**config.mk**
```make
export PLATFORM = sky130hd
export DESIGN_NAME = tlb_miss_ctrl
export DESIGN_NICKNAME = d
export VERILOG_FILES = /design/src/rtl/tlb_miss_ctrl.sv
export SDC_FILE = /design/constraint.sdc
export NUM_CORES = 1
export LEC_CHECK = 0
export ABC_CLOCK_PERIOD_IN_PS = 5000
export CORE_AREA = 2 2 183 185
export DETAILED_ROUTE_END_ITERATION = 8
export DIE_AREA = 0 0 185 187
export PLACE_DENSITY = 0.63
export SKIP_CTS_REPAIR_TIMING = 1
export SYNTH_ARGS = -nofsm -noshare
export SYNTH_HDL_FRONTEND = slang
export SYNTH_SLANG_ARGS = --single-unit
```
**constraint.sdc**
```tcl
create_clock -name clk -period 5 [get_ports clk]
set_input_delay 1.5 -clock clk [delete_from_list [all_inputs] [get_ports clk]]
set_output_delay 1.5 -clock clk [all_outputs]
set_load 0.1 [all_outputs]
```
**src/rtl/tlb_miss_ctrl.sv**
```systemverilog
// VM exception sequencer: arbitrates iTLB/dTLB misses, latches fault context,
// drives flush/redirect to the supervisor handler, gates TLB fills and IRET.
module tlb_miss_ctrl #(
    parameter logic [31:0] BOOT_PC      = 32'h00001000,
    parameter logic [31:0] HANDLER_PC   = 32'h00002000,
    parameter logic [31:0] PA_OFFSET    = 32'h00001000,
    parameter int unsigned FLUSH_CYCLES = 2,
    parameter int unsigned CNT_W        = 16
) (
    input  logic             clk,
    input  logic             reset,
    input  logic             itlb_miss,
    input  logic [31:0]      itlb_va,
    input  logic             dtlb_miss,
    input  logic [31:0]      dtlb_va,
    input  logic [31:0]      dtlb_pc,
    input  logic             iret_commit,
    input  logic             tlbwrite_commit,
    input  logic [31:0]      tlbwrite_va,
    input  logic [31:0]      tlbwrite_pa,
    output logic             flush,
    output logic             redirect_valid,
    output logic [31:0]      redirect_pc,
    output logic             vm_enable,
    output logic             supervisor,
    output logic [31:0]      rm0,
    output logic [31:0]      rm1,
    output logic [31:0]      rm2,
    output logic [1:0]       cause,
    output logic             itlb_we,
    output logic             dtlb_we,
    output logic [31:0]      tlb_wr_va,
    output logic [31:0]      tlb_wr_pa,
    output logic             priv_err,
    output logic [CNT_W-1:0] itlb_miss_cnt,
    output logic [CNT_W-1:0] dtlb_miss_cnt
);

    localparam int unsigned DRAIN_W = 4;

    // Drain length must fit the down-counter; boot PC must be word aligned
    if (FLUSH_CYCLES < 1 || FLUSH_CYCLES > 15 || BOOT_PC[1:0] != 2'b00) begin : g_bad_param
        $error("tlb_miss_ctrl: illegal FLUSH_CYCLES or unaligned BOOT_PC");
    end

    typedef enum logic [2:0] {
        ST_SUPER    = 3'd0,
        ST_USER     = 3'd1,
        ST_DRAIN    = 3'd2,
        ST_REDIRECT = 3'd3,
        ST_RET      = 3'd4
    } state_t;

    state_t             state;
    state_t             state_nxt;
    logic [DRAIN_W-1:0] drain_cnt;

    logic               miss_take;
    logic               fill_take;
    logic               priv_viol;
    logic               flush_nxt;
    logic               redirect_valid_nxt;
    logic [31:0]        redirect_pc_nxt;
    logic               vm_enable_nxt;
    logic               supervisor_nxt;
    logic [31:0]        rm0_nxt;
    logic [31:0]        rm1_nxt;
    logic [1:0]         cause_nxt;

    // State register
    always_ff @(posedge clk or negedge reset) begin
        if (!reset) state <= ST_SUPER;
        else        state <= state_nxt;
    end

    // Next-state logic
    always_comb begin
        state_nxt = state;
        case (state)
            ST_SUPER:    if (iret_commit) state_nxt = ST_RET;
            ST_USER:     if (itlb_miss || dtlb_miss) state_nxt = ST_DRAIN;
            ST_DRAIN:    if (drain_cnt == '0) state_nxt = ST_REDIRECT;
            ST_REDIRECT: state_nxt = ST_SUPER;
            ST_RET:      state_nxt = ST_USER;
            default:     state_nxt = ST_SUPER;
        endcase
    end

    // Output decode: next values for the registered outputs and datapath
    always_comb begin
        miss_take          = (state == ST_USER) && (itlb_miss || dtlb_miss);
        fill_take          = (state == ST_SUPER) && tlbwrite_commit;
        priv_viol          = (state == ST_USER) && (iret_commit || tlbwrite_commit);
        flush_nxt          = state_nxt inside {ST_DRAIN, ST_REDIRECT, ST_RET};
        redirect_valid_nxt = state_nxt inside {ST_REDIRECT, ST_RET};
        vm_enable_nxt      = state_nxt inside {ST_USER, ST_RET};
        supervisor_nxt     = !vm_enable_nxt;
        redirect_pc_nxt    = redirect_pc;
        if (state_nxt == ST_REDIRECT) redirect_pc_nxt = HANDLER_PC;
        else if (state_nxt == ST_RET) redirect_pc_nxt = rm0;
        // dTLB has priority: it belongs to the older instruction
        rm0_nxt   = dtlb_miss ? dtlb_pc : itlb_va;
        rm1_nxt   = dtlb_miss ? dtlb_va : itlb_va;
        cause_nxt = dtlb_miss ? 2'b10 : 2'b01;
    end

    // Registered outputs, fault context, fill port, drain counter and miss counters
    always_ff @(posedge clk or negedge reset) begin
        if (!reset) begin
            flush          <= 1'b0;
            redirect_valid <= 1'b0;
            redirect_pc    <= '0;
            vm_enable      <= 1'b0;
            supervisor     <= 1'b1;
            rm0            <= '0;
            rm1            <= '0;
            rm2            <= '0;
            cause          <= 2'b00;
            itlb_we        <= 1'b0;
            dtlb_we        <= 1'b0;
            tlb_wr_va      <= '0;
            tlb_wr_pa      <= '0;
            priv_err       <= 1'b0;
            itlb_miss_cnt  <= '0;
            dtlb_miss_cnt  <= '0;
            drain_cnt      <= '0;
        end else begin
            flush          <= flush_nxt;
            redirect_valid <= redirect_valid_nxt;
            redirect_pc    <= redirect_pc_nxt;
            vm_enable      <= vm_enable_nxt;
            supervisor     <= supervisor_nxt;
            itlb_we        <= fill_take;
            dtlb_we        <= fill_take;
            if (fill_take) begin
                tlb_wr_va <= tlbwrite_va;
                tlb_wr_pa <= tlbwrite_pa;
            end
            if (priv_viol) priv_err <= 1'b1;
            if (miss_take) begin
                rm0       <= rm0_nxt;
                rm1       <= rm1_nxt;
                rm2       <= rm1_nxt + PA_OFFSET;
                cause     <= cause_nxt;
                drain_cnt <= DRAIN_W'(FLUSH_CYCLES - 1);
                if (dtlb_miss) begin
                    if (dtlb_miss_cnt != '1) dtlb_miss_cnt <= dtlb_miss_cnt + CNT_W'(1);
                end else begin
                    if (itlb_miss_cnt != '1) itlb_miss_cnt <= itlb_miss_cnt + CNT_W'(1);
                end
            end else if (state == ST_DRAIN && drain_cnt != '0) begin
                drain_cnt <= drain_cnt - DRAIN_W'(1);
            end
        end
    end

endmodule

```
# Yosys cells after proc, flatten, opt, wreduce, memory -nomap -nowiden
# Index checks and enable logic that the tools add are counted.
# W data, S select, Z words.
# word_totals
in_bits,166
elab_cells,58
reg_bits,239
out_inout_bits,233
# op_classes
reduce_logical,16
n_eq_ne,9
muxes,11
bitwise,1
n_addsub,4
# ops
cell,n
$mux W32,4
$add A16 B1 Y16 const B,2
$add A32 B13 Y32 const B,1
$ne A16 B16 Y1 const B,2
$pmux W3 S4,1
$eq A3 B2 Y1 const B,3
$mux W3,3
$mux W4,2
$eq A3 B1 Y1 const B,2
$eq A3 B3 Y1 const B,2
$reduce_and A3 Y1,2
$reduce_bool A2 Y1,3
$logic_and A1 B1 Y1,4
$logic_not A4 Y1,1
$reduce_bool A4 Y1,1
$sub A4 B1 Y4 const B,1
$logic_not A3 Y1,1
$reduce_bool A3 Y1,1
$logic_or A1 B1 Y1,2
$mux W2,1
$logic_not A1 Y1,1
$not A1 Y1,1

# Logic depth before layout (Yosys ltp)
# Gate-level depths: netlist of the first run.
# depth
word_depth,6
mapped_depth,11

# Worst setup path after synthesis of the first run
# No wires, ideal clock.
# synth_path
kind,input -> register
startpoint,input dtlb_miss
endpoint,register rm2[28]
required_ps,4867
path_slack_ps,1414
path_buffers,4
setup_time_ps,133
stages,11
arrival_time_ps,3453
path_cell_list,buf_6 > buf_6 > buf_2 > buf_1 > mux2_2 > ha_1 > inv_1 > a211oi_1 > nand4b_1 > xnor2_1 > o21ai_0
# synth_between
elab_chain_len,2
elab_cells_between_ends,4
classes_between,add/sub (1); mux (1); reduce/logical (2)
# synth_rtl
item,line_no,text
"start, declared",14,"input logic dtlb_miss,"
$mux W32,103,rm1_nxt = dtlb_miss ? dtlb_va : itlb_va;
named net rm1_nxt[12],67,logic [31:0] rm1_nxt;
$add A32 B13 Y32,143,rm2 <= rm1_nxt + PA_OFFSET;
"end signal, assigned",143,
"end, declared",28,"output logic [31:0] rm2,"
# The timed path passes the listed nets, and every way through them passes these cells.
# A chain may end at the register's enable or synchronous reset.

# Worst setup path after layout of the first run
# layout_path
startpoint,register supervisor
endpoint,output supervisor
# layout_lines
item,line_no,text
"start, declared",25,"output logic supervisor,"
"start signal, assigned",132,supervisor <= supervisor_nxt;
# No word-level cell between the ends.

==> results.yml, run 1 <==
setup_path:
  worst_setup_path_end_kind: "output pin"
  critPathKind: "reg -> out"
  cp.arrival_ns: 2.18
  required_ns: 3.50
  cp-start-kind: "flip-flop"
  crit_chain: "clkdlybuf4s50_1"
  slowest_stage: "clkdlybuf4s50_1"
  critPathBufInv: 1
  crit_fanout: 1
  cp_top_family: "buffers and inverters"
  cpPeakStageDelay_ns: 1.15
timing:
  worst_pin_slew_ns: 1.081
  fin_setup_tns_ns: 0
  slew_headroom: 0.2771
  fin_crit_sh: 0.7362
  setup_viol: 0
  setup_slack_ns: 1.319
  period_minus_slack_ns: 3.681
  max_freq_mhz: 271.7
  rsz0062_at_grt: "no"
  fin_skew_ns: 0.006587
  hold_viol: 0
  finalMaxSlewViolations: 0
outcome:
  status: "finished, final reports clean"
place:
  hpwl_mm: 23.92
  place_ws_ns: 1.224
  post-place-cells: 1615
  gp_congestion: 0.8700
  port_buffers: 398
synth:
  synth_edf_count: 0
  synth.most_common_cell: "dfrtp_1"
  synth_area_per_cell_um2: 11.82
  ys_seq_area_frac: 0.5891
  synth_warnings: 0
  synth_top_area_cell: "dfrtp_1"
  synth.top_cells.by_count: "226 x dfrtp_1, 96 x nand2_1, 70 x mux2_2"
  synth_cells: 816
  synthDominantCellAreaShare: 0.5863
  synth_seq_cells: 227
  ys_async_sr_fraction: 1.000
  synth_ff_type: "dfrtp_1"
  synthXorXnorAreaFrac: 0.03995
  synth.cell_area_um2: 9646
  synth-simple-area-share: 0.1215
  synth_cell_type_count: 55
  yosys-mux-area-fraction: 0.09625
  synth_compound_area_frac: 0.1154
  synth.area.top_cells: "dfrtp_1 59%, mux2_2 8.2%, nand2_1 3.7%"
  synth_nets: 986
  synth_top_family_by_area: "simple AND/OR/NAND/NOR gates"
  synthAdderAreaFrac: 0.005189
final_layout:
  stdcell_count: 1665
  fill_cells: 3094
  area_delta_synth_final_pct: 55.03
  utilization: 0.4550
  register_area_um2: 5682
  nets: 1366
  multiInputGateArea_um2: 3690
  drive_above_1_share: 0.1151
grt:
  gr-total-overflow: 0
  track_usage: 0.1809
  grt_pass1_wl_mm: 48.89
  grt_max_degree: 117
  first_global_vias: 8154
  antenna_found_initial: 2
cts:
  clock-root-buffer: "clkbuf_16"
  clockBufferDepth: 3
  clk_latency_ns: 0.52
  cts_tree: "yes"
  cts_buffers: 27
  cts_sinks: 227
  cts.clk_slew.worst_paths_ns: 0.06
  htree_levels: 1
die:
  fp.dieH_um: 187
  rows: 67
  start_util: 0.2935
  io_pins: 399
  dieArea_um2: 34600
  die_width_um: 185
  coreArea_um2: 32860
route:
  drt_wl_total_mm: 32.00
  ant_nets: 0
  avgRoutedWirePerCell_um: 19.22
  drc: 0
  initialDrtViolationCount: 293
  vias: 7855
  viasPerCell: 4.718
  dr.pass1.iters: 4
min_path:
  worst_hold_path_type: "reg -> reg"
run:
  cap_violations: 0
## worst min-delay path, stage by stage (launching register included)
cell and delay, ns:
dfrtp_1 0.33, nand2_1 0.05, nand2_1 0.06
## cell type report
class | instances | share of cell area
antenna | 1 | 0.0001673
clock buffer | 40 | 0.05246
clock inverter | 9 | 0.008033
inverter | 8 | 0.002008
multi-input combinational | 524 | 0.2468
sequential | 227 | 0.3800
tap | 448 | 0.03749
timing repair buffer | 408 | 0.2731
## per-stage QoR
| step | instance area, um2 | hold slack (ns) |
|---|---|---|
| after detailed placement | 14050 | 0.4613 |
| after floorplan | 9646 | 0.4691 |
| final | 14950 | 0.4721 |
| after CTS | 14950 | 0.4765 |
| after global placement | 14050 | 0.4563 |
| after global routing | 14950 | 0.5063 |
## cell usage in the layout (no fill, tap or decap), types with 3 or more instances in the layout
master | Yosys | routed
inv_1 | 8 | 8
nor2_1 | 25 | 25
clkbuf_8 | 0 | 6
clkdlybuf4s50_1 | 0 | 395
xor2_1 | 16 | 16
a22o_1 | 31 | 31
or3b_2 | 3 | 3
ha_1 | 4 | 4
nand2_1 | 96 | 96
nand3_1 | 18 | 18
nor3b_1 | 6 | 6
xnor2_1 | 28 | 28
a21oi_1 | 29 | 28
nand3b_1 | 6 | 6
o31ai_1 | 3 | 3
o21ai_0 | 63 | 62
nor2b_1 | 13 | 13
and2_1 | 14 | 12
bufinv_16 | 0 | 3
nor3_1 | 7 | 7
clkinv_2 | 0 | 6
clkbuf_16 | 0 | 27
clkbuf_1 | 34 | 7
and3_1 | 7 | 7
a221o_1 | 24 | 24
dfrtp_1 | 226 | 226
buf_4 | 13 | 10
mux2_2 | 70 | 70
nand4_1 | 13 | 13
mux2i_1 | 14 | 14
## layer usage
metal	vias to the layer above	global-route usage	routed length, um	part of all wire
met4	2	0.04976	721	0.023
li1	3671	-	-	-
met5	-	0	13	0.00041
met2	335	0.3087	15410	0.48
met3	48	0.06620	3295	0.10
met1	3799	0.2132	12560	0.39
## sequential cells by signal, indices dropped and copies added (netlist names), 2 cells and up
signal / count
rm2: 20
cause: 2
redirect_pc: 32
tlb_wr_pa: 32
itlb_miss_cnt: 16
rm0: 32
rm1: 32
state: 3
dtlb_miss_cnt: 16
tlb_wr_va: 32
drain_cnt: 4
## path summary, 6_finish.rpt
check	from	end	slack, ns	cells after the start
hold reg to reg	rm2[13]	rm2[13]	0.47	2
min in group asynchronous	reset	rm1[24]	1.04	1
hold / removal	rm2[13]	rm2[13]	0.47	2
max in group asynchronous	reset	tlb_wr_va[9]	2.95	2
setup reg to reg	state[1]	itlb_miss_cnt[10]	2.53	5
setup / recovery	supervisor	supervisor	1.32	1
## kinds of logic (layout without fill, tap and decap cells)
group	count (synthesis)	in the layout
xor+xnor	44	44
buf+inv	65	465
flops	227	227
fa+ha+maj	4	4
compound gates	165	165
other cells	0	1
mux	84	84
simple gates	227	227
Power of run 1 is left out: the tool's default activity adds up to more than one toggle a clock period on the data nets, which glitch-free logic cannot reach.
==> run 2, diff against run 1 <==
ABC_CLOCK_PERIOD_IN_PS = 3600   (was 5000)
clock period = 3.6 ns   (was 5 ns; I/O delays follow)
==> run 2 against run 1 <==
Flip-flop and latch count is the same. Design area fell by 3.2%. Utilization down 1.5 points. Register-to-register slack got worse by 1.1 ns. Wire length rose by 0.33%. Setup slack lost 0.38 ns. Critical path depth rose by 8. Sequential share of layout area up 1.3 points. First-iteration DRC count increased by 14%. Critical path type is now in -> reg.
==> results.yml, run 2 (synthesis results as in run 1) <==
final_layout:
  area_delta_synth_final_pct: 50.08
  mostFrequentLayoutCells: "248 x buf_4, 226 x dfrtp_1, 163 x clkdlybuf4s50_1, 96 x nand2_1, 70 x mux2_2"
  antenna_cells: 0
  drive_above_1_share: 0.3151
  fill_cells: 3132
  final_common_cell: "buf_4"
  nets: 1374
setup_path:
  ff2ff_setup_slack_ns: 1.42
  required_ns: 4.00
  r2r_cells: 5
  crit_fanout: 5
  rr_startpoint: "state[1]"
  cp.arrival_ns: 3.06
  worst_setup_path_end_kind: "flip-flop"
  worstReg2RegEnd: "itlb_miss_cnt[12]"
  critPathKind: "in -> reg"
  cp-start-kind: "input port"
timing:
  fin_setup_tns_ns: 0
  rsz0062_at_grt: "no"
  fin_crit_sh: 0.7385
  max_freq_mhz: 376.1
  period_minus_slack_ns: 2.659
  finalMaxSlewViolations: 0
  setup_viol: 0
  hold_viol: 0
  worst_pin_slew_ns: 0.7540
  fin_skew_ns: 0.01204
  slew_headroom: 0.4963
min_path:
  worst_hold_path_type: "reg -> reg"
  hold_depth: 2
  hold_end: "rm2[17]"
  hp-start: "rm2[17]"
grt:
  grt.busiest_layer: "met2"
  grt_util_met1: 0.2086
  gr-total-overflow: 0
  grt_max_degree: 116
  first_global_vias: 8162
  met2_usage: 0.3087
  use_met3: 0.06717
  antenna_found_initial: 0
  grt_pass1_wl_mm: 48.44
  track_usage: 0.1795
run:
  cap_violations: 0
die:
  coreArea_um2: 32860
  die_width_um: 185
  fp.dieH_um: 187
  start_util: 0.2935
  rows: 67
  io_pins: 399
  dieArea_um2: 34600
cts:
  cts_sinks: 227
  cts_tree: "yes"
  cts.clk_slew.worst_paths_ns: 0.06
  clockBufferDepth: 3
  clk_latency_ns: 0.54
  htree_levels: 1
  cts_buffers: 27
  clock-root-buffer: "clkbuf_16"
outcome:
  status: "finished, final reports clean"
route:
  avgRoutedWirePerCell_um: 19.19
  viasPerCell: 4.718
  drc: 0
  drt_wl_total_mm: 32.10
  ant_nets: 0
  dr.pass1.iters: 4
  vias: 7893
  initialDrtViolationCount: 334
place:
  hpwl_mm: 24.20
  gp_congestion: 0.8652
  port_buffers: 398
==> run 2: cell count changes in the layout (fill, tap and decap cells not counted) <==
cell	previous run	this run
buf_4	10	248
clkinv_2	6	8
buf_12	2	4
clkbuf_8	6	5
clkdlybuf4s50_1	395	163
clkinv_4	0	3
inv_6	0	2
diode_2	1	0
clkbuf_1	7	2
==> run 2: layout make-up <==
class / instances / area (um2) / share of cell area
well taps: 448 / 560.5 / 0.03872
repair buffers: 416 / 3588 / 0.2479
multi-input cells: 524 / 3690 / 0.2549
clock buffers: 34 / 752.0 / 0.05194
inverters: 8 / 30.03 / 0.002074
clock inverters: 16 / 173.9 / 0.01201
flip-flops and latches: 227 / 5682 / 0.3925
==> run 2: worst max-delay path by stage <==
stage                           start       to  slack [ns]  cells after the start
after floorplan             dtlb_miss  rm2[28]        0.43                     11
after global placement    itlb_va[12]  rm2[30]        0.41                      9
after detailed placement  itlb_va[12]  rm2[30]        0.35                      9
after CTS                 itlb_va[12]  rm2[22]        0.94                      9
after global routing      itlb_va[12]  rm2[28]        0.80                      9
final                     itlb_va[12]  rm2[28]        0.94                      9
==> run 2: through the flow <==
| stage | instance area [um2] | util | hold WS (ns) | std cells | setup slack [ns] |
|---|---|---|---|---|---|
| after detailed placement | 13550 | 0.4124 | 0.4716 | 1623 | 0.3502 |
| after floorplan | 9646 | - | 0.4691 | 816 | 0.4342 |
| final | 14480 | 0.4405 | 0.4799 | 1673 | 0.9414 |
| after CTS | 14480 | 0.4405 | 0.4764 | 1673 | 0.9375 |
| after global routing | 14480 | 0.4405 | 0.4886 | 1673 | 0.7979 |
| after global placement | 13550 | 0.4124 | 0.4639 | 1623 | 0.4095 |
==> run 2: worst max-delay path, stage by stage <==
cell and delay (ns):
clkdlybuf4s50_1 0.61, mux2_2 0.23, ha_1 0.25, inv_1 0.09, a211oi_1 0.24, buf_4 0.18
nand4b_1 0.12, xnor2_1 0.17, o21ai_0 0.09
==> run 2: routing by layer <==
metal / part of all wire / wire [um] / vias to the layer above
met5: 0 / 0 / -
met4: 0.023 / 743 / 0
met3: 0.11 / 3397 / 45
met2: 0.48 / 15550 / 318
met1: 0.39 / 12410 / 3851
li1: - / - / 3679
Power of run 2 is left out for the same reason.
==> run 3, diff against run 2 <==
ABC_CLOCK_PERIOD_IN_PS = 2600   (was 3600)
clock period = 2.6 ns   (was 3.6 ns; I/O delays follow)
==> run 3 against run 2 <==
Clock skew increased by 0.0021 ns. Worst hold slack got worse by 0.28 ns. Sequential share of layout area decreased by 0.79 points. Register-to-register slack got worse by 0.96 ns. Cell count increased by 2.5%. Setup slack got worse by 0.63 ns. Via count increased by 2.5%. Wire length increased by 2.9%. First-iteration DRC count decreased by 14%. Largest cell class unchanged.
==> results.yml, run 3 (synthesis results as in run 1) <==
outcome:
  status: "finished, final reports clean"
timing:
  hold_viol: 0
  period_minus_slack_ns: 2.286
  fin_skew_ns: 0.01409
  fin_setup_tns_ns: 0
  setup_slack_ns: 0.3144
  worst_pin_slew_ns: 0.5068
  max_freq_mhz: 437.5
  rsz0062_at_grt: "no"
  slew_headroom: 0.6621
  finalMaxSlewViolations: 0
  fin_crit_sh: 0.8791
  setup_viol: 0
setup_path:
  cp-start-kind: "input port"
  critPathBufInv: 3
  crit_chain: "clkdlybuf4s50_1 -> nand3b_1 -> a222oi_1 -> buf_4 -> nand3_2 -> buf_4 -> nor4_1 -> o31ai_1"
  cpPeakStageDelay_ns: 0.51
  worstReg2RegEnd: "itlb_miss_cnt[12]"
  cp_top_family: "buffers and inverters"
  cp.arrival_ns: 2.67
  slowest_stage: "clkdlybuf4s50_1"
  worst_setup_path_end_kind: "flip-flop"
  crit_cells: 8
  crit_fanout: 5
  critPathKind: "in -> reg"
  rr_startpoint: "state[1]"
  required_ns: 2.98
  ff2ff_setup_slack_ns: 0.46
  timing.critical_path.mode_cell: "buf_4"
  r2r_cells: 4
final_layout:
  final_common_cell: "buf_4"
  drive_above_1_share: 0.3325
  mostFrequentLayoutCells: "289 x buf_4, 226 x dfrtp_1, 163 x clkdlybuf4s50_1, 96 x nand2_1, 70 x mux2_2"
  antenna_cells: 0
  nets: 1416
  area_delta_synth_final_pct: 53.16
die:
  coreArea_um2: 32860
  rows: 67
  start_util: 0.2935
  fp.dieH_um: 187
  die_width_um: 185
  io_pins: 399
  dieArea_um2: 34600
grt:
  gr-total-overflow: 0
  antenna_found_initial: 0
  grt_pass1_wl_mm: 49.35
  track_usage: 0.1850
  grt_max_degree: 116
  first_global_vias: 8172
route:
  vias: 8088
  wl_met1_mm: 12.61
  drc: 0
  avgRoutedWirePerCell_um: 19.28
  drt_wl_total_mm: 33.04
  met3_length_mm: 3.257
  met2_length_mm: 16.26
  initialDrtViolationCount: 286
  routed.top_layer: "met4"
  dr.pass1.iters: 5
  viasPerCell: 4.719
  ant_nets: 0
place:
  gp_congestion: 0.8964
  hpwl_mm: 25.65
  port_buffers: 398
  place_ws_ns: -0.1601
min_path:
  worst_hold_path_type: "in -> async"
cts:
  clockBufferDepth: 3
  htree_levels: 1
  cts_tree: "yes"
  cts.clk_slew.worst_paths_ns: 0.06
  cts_sinks: 227
  clk_latency_ns: 0.52
  cts_buffers: 26
  clock-root-buffer: "clkbuf_16"
run:
  cap_violations: 0
[run 3: cell type report]
type                       count  area, um2
inverter                       8      30.03
tap                          448      560.5
clock buffer                  41      778.2
multi-input combinational    524       3695
fill                        3115      18090
sequential                   227       5682
timing repair buffer         459       3936
clock inverter                 7      91.34
[run 3: worst reg2reg max path: cells and delay by family (launching register included)]
family / cells / cell delay, ns
AND/OR/NAND/NOR: 3 / 1.42
flip-flops: 1 / 0.47
XOR/XNOR: 1 / 0.14
[run 3: through the flow]
stage | std cells | util | area (um2) | hold WS, ns
2_1_floorplan | 816 | - | 9652 | 0.4691
3_3_place_gp | 1666 | 0.4231 | 13900 | 0.4574
3_5_place_dp | 1666 | 0.4231 | 13900 | 0.4661
4_1_cts | 1714 | 0.4496 | 14770 | 0.1929
5_1_grt | 1714 | 0.4496 | 14770 | 0.2133
6_report | 1714 | 0.4496 | 14770 | 0.2030
[run 3: worst max-delay path by stage]
| stage | start | endpoint | slack (ns) |
|---|---|---|---|
| after floorplan | dtlb_miss | rm2[28] | 0.02 |
| after global placement | itlb_va[16] | rm2[25] | -0.11 |
| after detailed placement | itlb_va[16] | rm2[25] | -0.16 |
| after CTS | rm0[11] | rm0[11] | 0.40 |
| after global routing | itlb_va[16] | rm2[25] | 0.22 |
| final | itlb_va[16] | rm2[25] | 0.31 |
[run 3: layer usage]
layer | vias up | global-route usage
met2 | 353 | 0.3281
met5 | - | 0
met3 | 56 | 0.06192
met1 | 3912 | 0.2103
met4 | 0 | 0.05281
li1 | 3767 | -
Power of run 3 is left out for the same reason.
